--- src/rtl/prefix_adder_seq_ctrl.sv ---
// Multi-byte add/subtract sequencer around an external combinational 8-bit adder.
// One byte per cycle, LSB first; carry-out is rebuilt from the operands and the sum.
module prefix_adder_seq_ctrl #(
  parameter int NBYTES = 4,
  parameter int IDXW   = 4
) (
  input  logic                  clk,
  input  logic                  rst_n,
  input  logic                  req_valid,
  output logic                  req_ready,
  input  logic [8*NBYTES-1:0]   req_a,
  input  logic [8*NBYTES-1:0]   req_b,
  input  logic                  req_cin,
  input  logic                  req_sub,
  output logic                  rsp_valid,
  input  logic                  rsp_ready,
  output logic [8*NBYTES-1:0]   rsp_sum,
  output logic                  rsp_cout,
  output logic                  rsp_ovf,
  output logic                  busy,
  output logic [7:0]            add_a,
  output logic [7:0]            add_b,
  output logic                  add_cin,
  input  logic [7:0]            add_sum
);

  localparam int W = 8 * NBYTES;
  localparam logic [IDXW-1:0] LAST_IDX = IDXW'(NBYTES - 1);

  typedef enum logic [1:0] {
    S_IDLE = 2'd0,
    S_RUN  = 2'd1,
    S_DONE = 2'd2
  } state_t;

  state_t          state_q, state_d;
  logic [IDXW-1:0] idx_q, idx_d;
  logic            carry_q, carry_d;
  logic [W-1:0]    a_q, a_d;
  logic [W-1:0]    b_q, b_d;
  logic [W-1:0]    res_q, res_d;
  logic [W-1:0]    sum_q, sum_d;
  logic            cout_q, cout_d;
  logic            ovf_q, ovf_d;

  logic [7:0]      byte_a, byte_b;
  logic            byte_carry, byte_ovf;

  // Byte select by compare-per-lane keeps the index width independent of NBYTES.
  always_comb begin
    byte_a = '0;
    byte_b = '0;
    for (int i = 0; i < NBYTES; i++) begin
      if (idx_q == IDXW'(i)) begin
        byte_a = a_q[i*8 +: 8];
        byte_b = b_q[i*8 +: 8];
      end
    end
  end

  // The adder has no carry-out: a bit-7 carry happened if both tops were set,
  // or one was set and the sum top came out clear.
  assign byte_carry = (byte_a[7] & byte_b[7]) | ((byte_a[7] | byte_b[7]) & ~add_sum[7]);
  assign byte_ovf   = (byte_a[7] == byte_b[7]) & (add_sum[7] != byte_a[7]);

  // NOTE: every variable gets its default before the case so no path leaves one
  // unassigned; an unassigned path in always_comb would infer a latch.
  always_comb begin
    state_d   = state_q;
    idx_d     = idx_q;
    carry_d   = carry_q;
    a_d       = a_q;
    b_d       = b_q;
    res_d     = res_q;
    sum_d     = sum_q;
    cout_d    = cout_q;
    ovf_d     = ovf_q;
    req_ready = 1'b0;
    rsp_valid = 1'b0;
    add_a     = '0;
    add_b     = '0;
    add_cin   = 1'b0;

    unique case (state_q)
      S_IDLE: begin
        req_ready = 1'b1;
        if (req_valid) begin
          a_d     = req_a;
          b_d     = req_sub ? ~req_b : req_b;
          carry_d = req_sub ? 1'b1 : req_cin;
          idx_d   = '0;
          res_d   = '0;
          state_d = S_RUN;
        end
      end

      S_RUN: begin
        if (idx_q > LAST_IDX) begin
          idx_d   = '0;
          state_d = S_IDLE;
        end else begin
          add_a   = byte_a;
          add_b   = byte_b;
          add_cin = carry_q;
          for (int i = 0; i < NBYTES; i++) begin
            if (idx_q == IDXW'(i)) res_d[i*8 +: 8] = add_sum;
          end
          carry_d = byte_carry;
          if (idx_q == LAST_IDX) begin
            idx_d   = '0;
            sum_d   = res_d;
            cout_d  = byte_carry;
            ovf_d   = byte_ovf;
            state_d = S_DONE;
          end else begin
            idx_d = idx_q + IDXW'(1);
          end
        end
      end

      S_DONE: begin
        rsp_valid = 1'b1;
        if (rsp_ready) state_d = S_IDLE;
      end

      default: begin
        idx_d   = '0;
        state_d = S_IDLE;
      end
    endcase
  end

  // NOTE: state registers use non-blocking assignments so every flop samples
  // its _d value from before the edge, independent of statement order.
  always_ff @(posedge clk or negedge rst_n) begin
    if (!rst_n) begin
      state_q <= S_IDLE;
      idx_q   <= '0;
      carry_q <= 1'b0;
      a_q     <= '0;
      b_q     <= '0;
      res_q   <= '0;
      sum_q   <= '0;
      cout_q  <= 1'b0;
      ovf_q   <= 1'b0;
    end else begin
      state_q <= state_d;
      idx_q   <= idx_d;
      carry_q <= carry_d;
      a_q     <= a_d;
      b_q     <= b_d;
      res_q   <= res_d;
      sum_q   <= sum_d;
      cout_q  <= cout_d;
      ovf_q   <= ovf_d;
    end
  end

  // The response registers are separate from the working result so the last
  // answer stays visible while the next operation builds up.
  assign rsp_sum  = sum_q;
  assign rsp_cout = cout_q;
  assign rsp_ovf  = ovf_q;
  assign busy     = (state_q != S_IDLE);

endmodule

--- config.mk ---
export PLATFORM = sky130hd
export DESIGN_NAME = prefix_adder_seq_ctrl
export DESIGN_NICKNAME = d
export VERILOG_FILES = /design/src/rtl/prefix_adder_seq_ctrl.sv
export SDC_FILE = /design/constraint.sdc
export NUM_CORES = 1
export LEC_CHECK = 0
export BUFFER_PORTS_ARGS = -buffer_cell sky130_fd_sc_hd__buf_2
export CORE_MARGIN = 3
export CORE_UTILIZATION = 31
export CTS_BUF_LIST = sky130_fd_sc_hd__clkbuf_2
export DETAILED_ROUTE_END_ITERATION = 7
export GPL_ROUTABILITY_DRIVEN = 0
export MAX_ROUTING_LAYER = met4
export PLACE_DENSITY = 0.49
export SLEW_MARGIN = 15
export SYNTH_ARGS = -nofsm -noshare
export SYNTH_HDL_FRONTEND = slang
export SYNTH_SLANG_ARGS = --single-unit
--- constraint.sdc ---
create_clock -name clk -period 6 [get_ports clk]
set_clock_uncertainty 0.1 [all_clocks]
set_input_delay 0 -clock clk [delete_from_list [all_inputs] [get_ports clk]]
set_output_delay 0 -clock clk [all_outputs]
set_load 0.03 [all_outputs]
==> impl_metrics.toml, run 1 <==
[status]
outcome = "aborted with a tool error"
failed_stage = "clock tree synthesis (4_1_cts)"
stop_error = "[ERROR RSZ-0060] Max buffer count reached."

[die]
die-height_um = 146
die_w_um = 146
ios = 132
start_util_pct = 32.0
fp-row-count = 50

[clocking]
cts_resized = 0
cts.sinks = 129
cts_hold_buffers = 185
cts_root_buffer = "clkbuf_2"
cts_setup_buffers = 0
cts_inserted_buffers = 17
cts.path.max_buffers = 2
htree_levels = 4

[synth]
seq_area_frac_synth_pct = 53.2
syn_inst = 539
yosysWarningCount = 0
netlist_top_cells_area = "dfrtp_1 53%, mux2_2 5.2%, xnor2_1 4.6%, mux2i_1 4.0%, a22o_1 3.6%"
avgSynthCellArea_um2 = 11.3
synth_area_um2 = 6070
synth_ff_type = "dfrtp_1"
synth.largest_area_cell = "dfrtp_1"
ys_types = 49
syn-num-nets = 623
synth_top_area_share_pct = 53.2
synth_edf_count = 0
synth-seq-cells = 129
synthArstFlopShare_pct = 100

[placed_design]
dp_hpwl_um = 11300
io_buffer_count = 131
place.detailed.instances = 888
==> per-stage QoR <==
step	instance area (um2)	setup slack, ns
2_1_floorplan	6070	3.79
3_3_place_gp	6810	3.15
3_5_place_dp	6810	2.99
==> cells by family after synthesis <==
group | count (synthesis) | share of synthesized area (%)
flip-flops | 129 | 53.2
buffers and inverters | 52 | 4.86
AND/OR/NAND/NOR | 124 | 9.06
adder cells (fa/ha/maj) | 6 | 1.24
XOR/XNOR | 33 | 4.76
multiplexers | 57 | 10.1
AO/OA/AOI/OAI | 138 | 16.9
==> cells in the mapped netlist (2+ instances only) <==
cell type,count
inv_1,6
xnor2_1,32
buf_2,19
mux2_1,5
nor3_1,2
a22o_1,25
a22oi_1,14
clkbuf_1,12
o31ai_1,2
nor2_2,4
mux2i_1,24
buf_6,6
o221ai_2,8
and3_1,4
a21oi_1,38
buf_4,5
a211oi_2,8
o21ai_1,28
or3_1,2
a211oi_1,4
ha_1,6
mux2_2,28
dfrtp_1,129
nand2_2,2
o221ai_1,4
nand2_1,53
and2_1,5
nor2_1,43
==> run 2: changes to the inputs <==
CORE_UTILIZATION = 20   (was 31)
CTS_BUF_LIST = default   (was sky130_fd_sc_hd__clkbuf_2)
MAX_ROUTING_LAYER = default   (was met4)
PLACE_DENSITY = default   (was 0.49)
PLACE_DENSITY_LB_ADDON = 0.15   (was default)
==> run 2 against run 1 <==
Effect of this change:
- the run now ends clean
- synthesized area is the same
- synthesized cell count did not move
==> impl_metrics.toml, run 2 <==
[final_layout]
layout_commonest_cell = "buf_2"
nFillCells = 3158
regArea_um2 = 3230
final_cell_mix = "130 x buf_2, 129 x dfrtp_1, 76 x dlygate4sd3_1"
area_growth_syn_to_layout_pct = 36.3
drive_above_1_share_pct = 29.9
multi_input_area_um2 = 2550
fin_util_pct = 27.8
antenna_cells = 0
finalNetCount = 808

[die]
die_w_um = 180
start_util_pct = 20.4
fp-row-count = 63
ios = 132
die_area_um2 = 32500
core_um2 = 29800
die-height_um = 180

[placed_design]
io_buffer_count = 131
dp_hpwl_um = 13300

[setup_path]
path_max_fanout = 17
path_class = "reg -> out"
critPathArrivalTime_ns = 3.01
startpoint_type = "flip-flop"
cp.required_ns = 5.90
cp-end-kind = "primary output"

[power_and_ir_drop]
cellLeakagePower_nw = 3.70
p_clk_share_pct = 20.7
switching_share_pct = 43.0
p_per_area_nw_per_um2 = 561
vdd.ir_drop.worst_mv = 0.306
internal_power_mw = 2.65
net-switching-power_mw = 1.99
seqPwrFrac_pct = 32.6
p_comb_share_pct = 46.7

[detailed_routing]
routedWlPerCell_um = 16.7
finalWirelength_um = 18800
drt-initial-drc-count = 168
drtPass1Iterations = 5
routed_via_density = 4.13
via_count = 4651
final_antenna_net_count = 0
drc = 0

[clocking]
cts.path.max_buffers = 2
cts_setup_buffers = 0
cts_resized = 0
tritoncts = "done"
htree_levels = 4
cts_inserted_buffers = 17
clock_latency_ns = 0.41
cts.sinks = 129
path_clk_slew_ns = 0.06
cts_hold_buffers = 76
cts_root_buffer = "clkbuf_16"

[timing]
finalMaxSlewViolations = 0
slew_headroom_pct = 30.1
period_needed_ns = 3.11
max_freq_mhz = 322
setup_viol = 0
tns_ns = 0
tightest_slew_ns = 1.05
fin_crit_sh_pct = 51.8
grt_setup_unrepaired = "no"
hold_viol = 0

[status]
outcome = "completed"

[synth]
avgSynthCellArea_um2 = 11.3
synth.most_common_cell = "dfrtp_1"
yosysWarningCount = 0
syn_inst = 539
synth_top_area_share_pct = 53.2
synth-seq-cells = 129
ys_types = 49
synth_ff_type = "dfrtp_1"
netlist_top_cells_area = "dfrtp_1 53%, mux2_2 5.2%, xnor2_1 4.6%, mux2i_1 4.0%, a22o_1 3.6%"
synth.largest_area_cell = "dfrtp_1"
synthArstFlopShare_pct = 100
synth_edf_count = 0
seq_area_frac_synth_pct = 53.2
synth_area_um2 = 6070
synth_commonest_cells = "129 x dfrtp_1, 53 x nand2_1, 43 x nor2_1, 38 x a21oi_1, 32 x xnor2_1"
syn-num-nets = 623

[min_path]
hp-class = "in -> async"

[global_routing]
grt_max_degree = 75
grt_first_pass_wirelength_um = 29400
overflow = 0
grt_pass1_vias = 5020
antenna_found_initial = 0
grt.total_usage_pct = 11.6

[run]
max_cap_violations = 0
-- run 2: worst paths after layout --
kind	from	to	slack, ns	depth (start not counted)
worst max-delay path	idx_q[0]	add_b[0]	2.89	6
worst min-delay path	rst_n	rsp_sum[12]	0.06	2
worst max register to register	idx_q[1]	carry_q	2.92	12
worst min register to register	rsp_sum[26]	rsp_sum[26]	0.37	2
max in group asynchronous	rst_n	b_q[0]	4.24	3
min in group clk	rsp_ready	state_q[1]	0.23	3
-- run 2: per-layer routing --
metal  share of wire (%)  GRT usage (%)  routed length (um)
met1                  46           15.2                8700
met2                  48           19.3                8960
met3                 4.9           2.85                 924
met4                0.97           3.01                 182
met5                   0              0                   0
-- run 2: area by class of cell --
class                      count  share of cell area (%)
clock buffer                  20                    5.39
clock inverter                10                    1.09
inverter                       7                   0.317
multi-input combinational    358                    30.8
sequential                   129                    39.0
tap                          390                    5.89
timing repair buffer         211                    17.5
-- run 2: power by group through the flow --
stage	Combinational [mW]	Clock, mW	Sequential (mW)
floorplan	1.43	0	1.65
global placement	2.13	0	1.54
detailed placement	2.16	0	1.54
CTS	2.21	0.991	1.53
global route	2.38	1.03	1.57
finish	2.17	0.961	1.52
-- run 2: cells by family (layout without fill, tap and decap cells) --
family	Yosys count	after routing	share of synthesized area, %
DFF	129	129	53.2
muxes	57	57	10.1
xor gates and xnor gates	33	33	4.76
AOI/OAI and AO/OA	138	138	16.9
adders and majority gates	6	6	1.24
buffers and inverters	52	248	4.86
and+or+nand+nor	124	124	9.06
-- run 2: metrics by stage --
stage          instances  power (mW)  area [um2]  setup slack [ns]  hold slack, ns
2_1_floorplan        539        3.09        6070              3.79          -0.396
3_3_place_gp        1019        3.66        6980              3.09         -0.0100
3_5_place_dp        1019        3.70        6980              2.90         0.00896
4_1_cts             1125        4.73        8280              2.89          0.0990
5_1_grt             1125        4.98        8280              2.60           0.151
6_report            1125        4.64        8280              2.89          0.0616
-- run 2: worst max-delay path, cell delays in order, from the launching register on --
cell and delay [ns]:
dfrtp_1 0.42, ha_1 0.36, inv_2 0.41, nand3_1 0.66, o221ai_1 0.42, a211oi_1 0.09, buf_2 0.23
No activity file was read; power rests on OpenSTA's default activity.
==> run 3: changes to the inputs <==
clock period = 2.6 ns   (was 6 ns; I/O delays follow)
==> run 3 against run 2 <==
Effect of this change:
- hold slack worse by 0.031 ns
- flip-flop and latch count is the same
- via count up 2.0%
- total power is 140% higher
- combinational power increased by 140%
- register-to-register slack got worse by 2.8 ns
- first-iteration DRC count rose by 25%
- global-route usage is 0.066 points lower
==> impl_metrics.toml, run 3 (synthesis gave the netlist of run 2 again) <==
[status]
outcome = "completed"

[setup_path]
path_max_fanout = 9
cp.required_ns = 2.50
cp-end-kind = "primary output"
critPathArrivalTime_ns = 2.37
startpoint_type = "flip-flop"
path_class = "reg -> out"

[min_path]
hp-class = "in -> async"

[timing]
tns_ns = 0
grt_setup_unrepaired = "no"
fin_ws_ns = 0.127
hold_viol = 0
finalMaxSlewViolations = 0
max_freq_mhz = 404
fin_crit_sh_pct = 95.1
period_needed_ns = 2.47
setup_viol = 0
tightest_slew_ns = 0.811
slew_headroom_pct = 45.9

[detailed_routing]
drtPass1Iterations = 6
routedWlPerCell_um = 16.2
finalWirelength_um = 18500
drt-initial-drc-count = 210
routed_via_density = 4.15
drc = 0
via_count = 4744
final_antenna_net_count = 0

[die]
ios = 132
start_util_pct = 20.4
die_area_um2 = 32500
core_um2 = 29800
die-height_um = 180
die_w_um = 180
fp-row-count = 63

[run]
max_cap_violations = 0

[global_routing]
grt_first_pass_wirelength_um = 29400
grt.total_usage_pct = 11.6
overflow = 0
grt_pass1_vias = 4988
antenna_found_initial = 0
grt_max_degree = 70

[power_and_ir_drop]
fin_total_pwr_mw = 11.3
vdd.ir_drop.worst_mv = 0.529
p_per_area_nw_per_um2 = 1310
cellLeakagePower_nw = 3.84

[final_layout]
drive_above_1_share_pct = 32.6
antenna_cells = 0
fin_util_pct = 28.8
finalNetCount = 825
area_growth_syn_to_layout_pct = 41.2
design_area_um2 = 8580
final_cell_mix = "128 x dfrtp_1, 128 x buf_2, 76 x dlygate4sd3_1"

[clocking]
tritoncts = "done"
cts.path.max_buffers = 2
path_clk_slew_ns = 0.06
cts.sinks = 129
cts_root_buffer = "clkbuf_16"
htree_levels = 4
cts_inserted_buffers = 17
clock_latency_ns = 0.41

[placed_design]
post_dp_cell_area_um2 = 7130
io_buffer_count = 131
pre_cts_ws_ns = 0.157
dp_hpwl_um = 13400
-- run 3: what timing repair did --
item | 4_1_cts | 5_1_grt
buffers inserted | 0 | 1
resized for setup | 2 | 8
hold endpoints to repair | 257 | 0
endpoints found under the setup margin | 4 | 3
hold buffers | 77 | 0
-- run 3: area by class of cell --
cell class / count / area (um2)
Clock buffer: 21 / 470
Clock inverter: 11 / 153
Fill cell: 3131 / 21200
Inverter: 7 / 26.3
Multi-Input combinational cell: 358 / 2580
Sequential cell: 129 / 3230
Tap cell: 390 / 488
Timing Repair Buffer: 228 / 1630
-- run 3: critical path: stages, from the launching register on --
cell and delay, ns:
dfrtp_2 0.44, buf_4 0.15, ha_1 0.25, buf_4 0.20, inv_1 0.14, a31oi_1 0.09, or3_1 0.35, a21oi_1 0.14
buf_4 0.20
-- run 3: per-stage QoR --
step / cells / hold WS [ns]
6_report: 1144 / 0.0306
5_1_grt: 1144 / 0.0431
4_1_cts: 1143 / 0.0270
3_5_place_dp: 1034 / -0.142
3_3_place_gp: 1034 / -0.152
2_1_floorplan: 539 / -0.396
-- run 3: routing by layer --
metal  wire, um  global-route usage (%)  up-vias  part of all wire [%]
li1           -                       -     2293                     -
met1       8740                    15.8     2302                    47
met2       8540                    18.3      139                    46
met3       1020                    3.21       10                   5.5
met4        184                    2.79        0                   1.0
met5          0                       0        -                     0
-- run 3: final timing paths --
path / from / endpoint / slack, ns / cells past startpoint
min in group clk: req_sub / b_q[30] / 0.21 / 3
max reg2reg: idx_q[0] / carry_q / 0.17 / 10
max: idx_q[0] / add_a[6] / 0.13 / 8
min: rst_n / rsp_sum[4] / 0.03 / 3
max in group asynchronous: rst_n / idx_q[0] / 1.93 / 3
min reg2reg: rsp_sum[25] / rsp_sum[25] / 0.37 / 2
-- run 3: where the power goes --
part / internal (mW) / total [mW] / switching (mW) / leakage [nW]
Combinational: 2.04 / 5.27 / 3.23 / 1.99
Clock: 1.59 / 2.53 / 0.933 / 0.296
Sequential: 2.92 / 3.46 / 0.542 / 1.56
==> run 4: changes to the inputs <==
--- a/config.mk
+++ b/config.mk
@@ -10,5 +10,6 @@
 export CORE_UTILIZATION = 20
+export CTS_CLUSTER_SIZE = 20
 export DETAILED_ROUTE_END_ITERATION = 7
 export GPL_ROUTABILITY_DRIVEN = 0
-export PLACE_DENSITY_LB_ADDON = 0.15
+export PLACE_DENSITY = 0.47
 export SLEW_MARGIN = 15
--- a/constraint.sdc
+++ b/constraint.sdc
@@ -4,2 +4,2 @@
 set_output_delay 0 -clock clk [all_outputs]
-set_load 0.03 [all_outputs]
+set_load 0.05 [all_outputs]
==> run 4 against run 3 <==
Effect of this change:
- critical path depth fell by 1
- largest power group unchanged
- clock-buffer cell count fell by 3
- critical path type unchanged
- final cell count rose by 0.35%
- non-clock buffer count rose by 4
- via count rose by 0.70%
- critical endpoint is now add_b[0]
- flip-flop and latch count did not move
- first-iteration DRC count rose by 32%
- wire length fell by 4.3%
==> impl_metrics.toml, run 4 (synthesis gave the netlist of run 2 again) <==
[status]
outcome = "completed"

[die]
start_util_pct = 20.4
core_um2 = 29800
fp-row-count = 63
die-height_um = 180
die_w_um = 180
die_area_um2 = 32500
ios = 132

[placed_design]
place.detailed.instances = 1040
io_buffer_count = 131
dp_hpwl_um = 12700

[clocking]
path_clk_slew_ns = 0.06
tritoncts = "done"
cts_setup_buffers = 0
cts.path.max_buffers = 2
cts_inserted_buffers = 17
cts_root_buffer = "clkbuf_16"
cts.sinks = 129
htree_levels = 4
clock_latency_ns = 0.41

[setup_path]
r2r-end = "carry_q"
timing.rr.start = "idx_q[0]"
r2r_cells = 12
cp-startpoint = "idx_q[0]"
startpoint_type = "flip-flop"
slowest_delay_ns = 0.42
cp-end-kind = "primary output"
path_class = "reg -> out"
cp.required_ns = 2.50
reg2reg_slack_ns = 0.21
crit_end = "add_b[0]"
path_max_fanout = 13
path_cells = "inv_1, ha_1, nor2b_4, buf_4, a22oi_1, a211oi_1, buf_2"
critPathArrivalTime_ns = 2.34
slowest_stage = "dfrtp_1"

[timing]
tightest_slew_ns = 0.656
period_needed_ns = 2.44
slew_headroom_pct = 55.9
fin_crit_sh_pct = 93.9
max_freq_mhz = 409
setup_viol = 0
grt_setup_unrepaired = "no"
tns_ns = 0
hold_viol = 0
finalMaxSlewViolations = 0

[global_routing]
overflow = 0
grt_first_pass_wirelength_um = 28200
grt_pass1_vias = 4916
grt.total_usage_pct = 11.0
grt_max_degree = 69
antenna_found_initial = 0

[final_layout]
final_cell_mix = "129 x dfrtp_1, 129 x buf_2, 76 x dlygate4sd3_1"
finalNetCount = 829
area_growth_syn_to_layout_pct = 42.7
final_cell_count_no_fill = 1148
nFillCells = 3123
drive_above_1_share_pct = 33.6
antenna_cells = 0

[min_path]
hp-class = "in -> reg"

[detailed_routing]
drt-initial-drc-count = 278
routed_via_density = 4.16
finalWirelength_um = 17700
drtPass1Iterations = 5
via_count = 4777
final_antenna_net_count = 0
routedWlPerCell_um = 15.4
drc = 0

[run]
max_cap_violations = 0

[power_and_ir_drop]
cellLeakagePower_nw = 3.90
p_per_area_nw_per_um2 = 1410
vdd.ir_drop.worst_mv = 1.49
run 4: worst max-delay path: cells and delay by family (launching register included):
kind,cells,cell delay [ns]
buf+inv,3,0.66
compound gates,2,0.45
simple gates,1,0.19
fa+ha+maj,1,0.21
flops,1,0.42
run 4: worst min path at each step:
stage,start,cells past startpoint,to
floorplan,rst_n,0,a_q[0]
global placement,rst_n,1,rsp_sum[6]
detailed placement,rst_n,1,rsp_sum[6]
CTS,req_sub,3,b_q[16]
global route,req_sub,3,b_q[16]
finish,req_sub,3,b_q[16]
run 4: repair_timing:
item,CTS,global route
endpoints found under the setup margin,7,13
hold endpoints to repair,195,0
cloned,0,0
hold buffers,76,0
resized for setup,2,6
run 4: metrics by stage:
step	hold slack (ns)	worst slack, ns	utilization (%)	total power, mW	cell area, um2
6_report	0.0202	0.157	29.1	12.2	8670
5_1_grt	0.0361	0.00903	29.1	13.0	8670
4_1_cts	0.0317	0.0153	29.0	12.3	8650
3_5_place_dp	-0.0351	0.193	24.1	9.40	7190
3_3_place_gp	-0.0304	0.243	24.1	9.35	7190
2_1_floorplan	-0.396	0.255	-	7.88	6080
run 4: final cells by class:
cell class	instances	area (um2)	area share, %
flip-flops and latches	129	3230	37.2
multi-input cells	358	2590	29.9
repair buffers	232	1650	19.0
well taps	390	488	5.63
clock buffers	18	439	5.07
clock inverters	14	249	2.87
inverters	7	26.3	0.303
run 4: routing by layer:
layer | wire (um) | vias up | global-route usage (%)
met5 | 0 | - | 0
met4 | 106 | 0 | 2.58
met3 | 980 | 11 | 2.83
met2 | 8170 | 138 | 17.1
met1 | 8440 | 2311 | 15.4
li1 | - | 2317 | -
run 4: where the power goes:
part	switching, mW	internal (mW)
Combinational	3.91	2.07
Sequential	0.532	2.92
Clock	0.954	1.84
Total	5.39	6.83
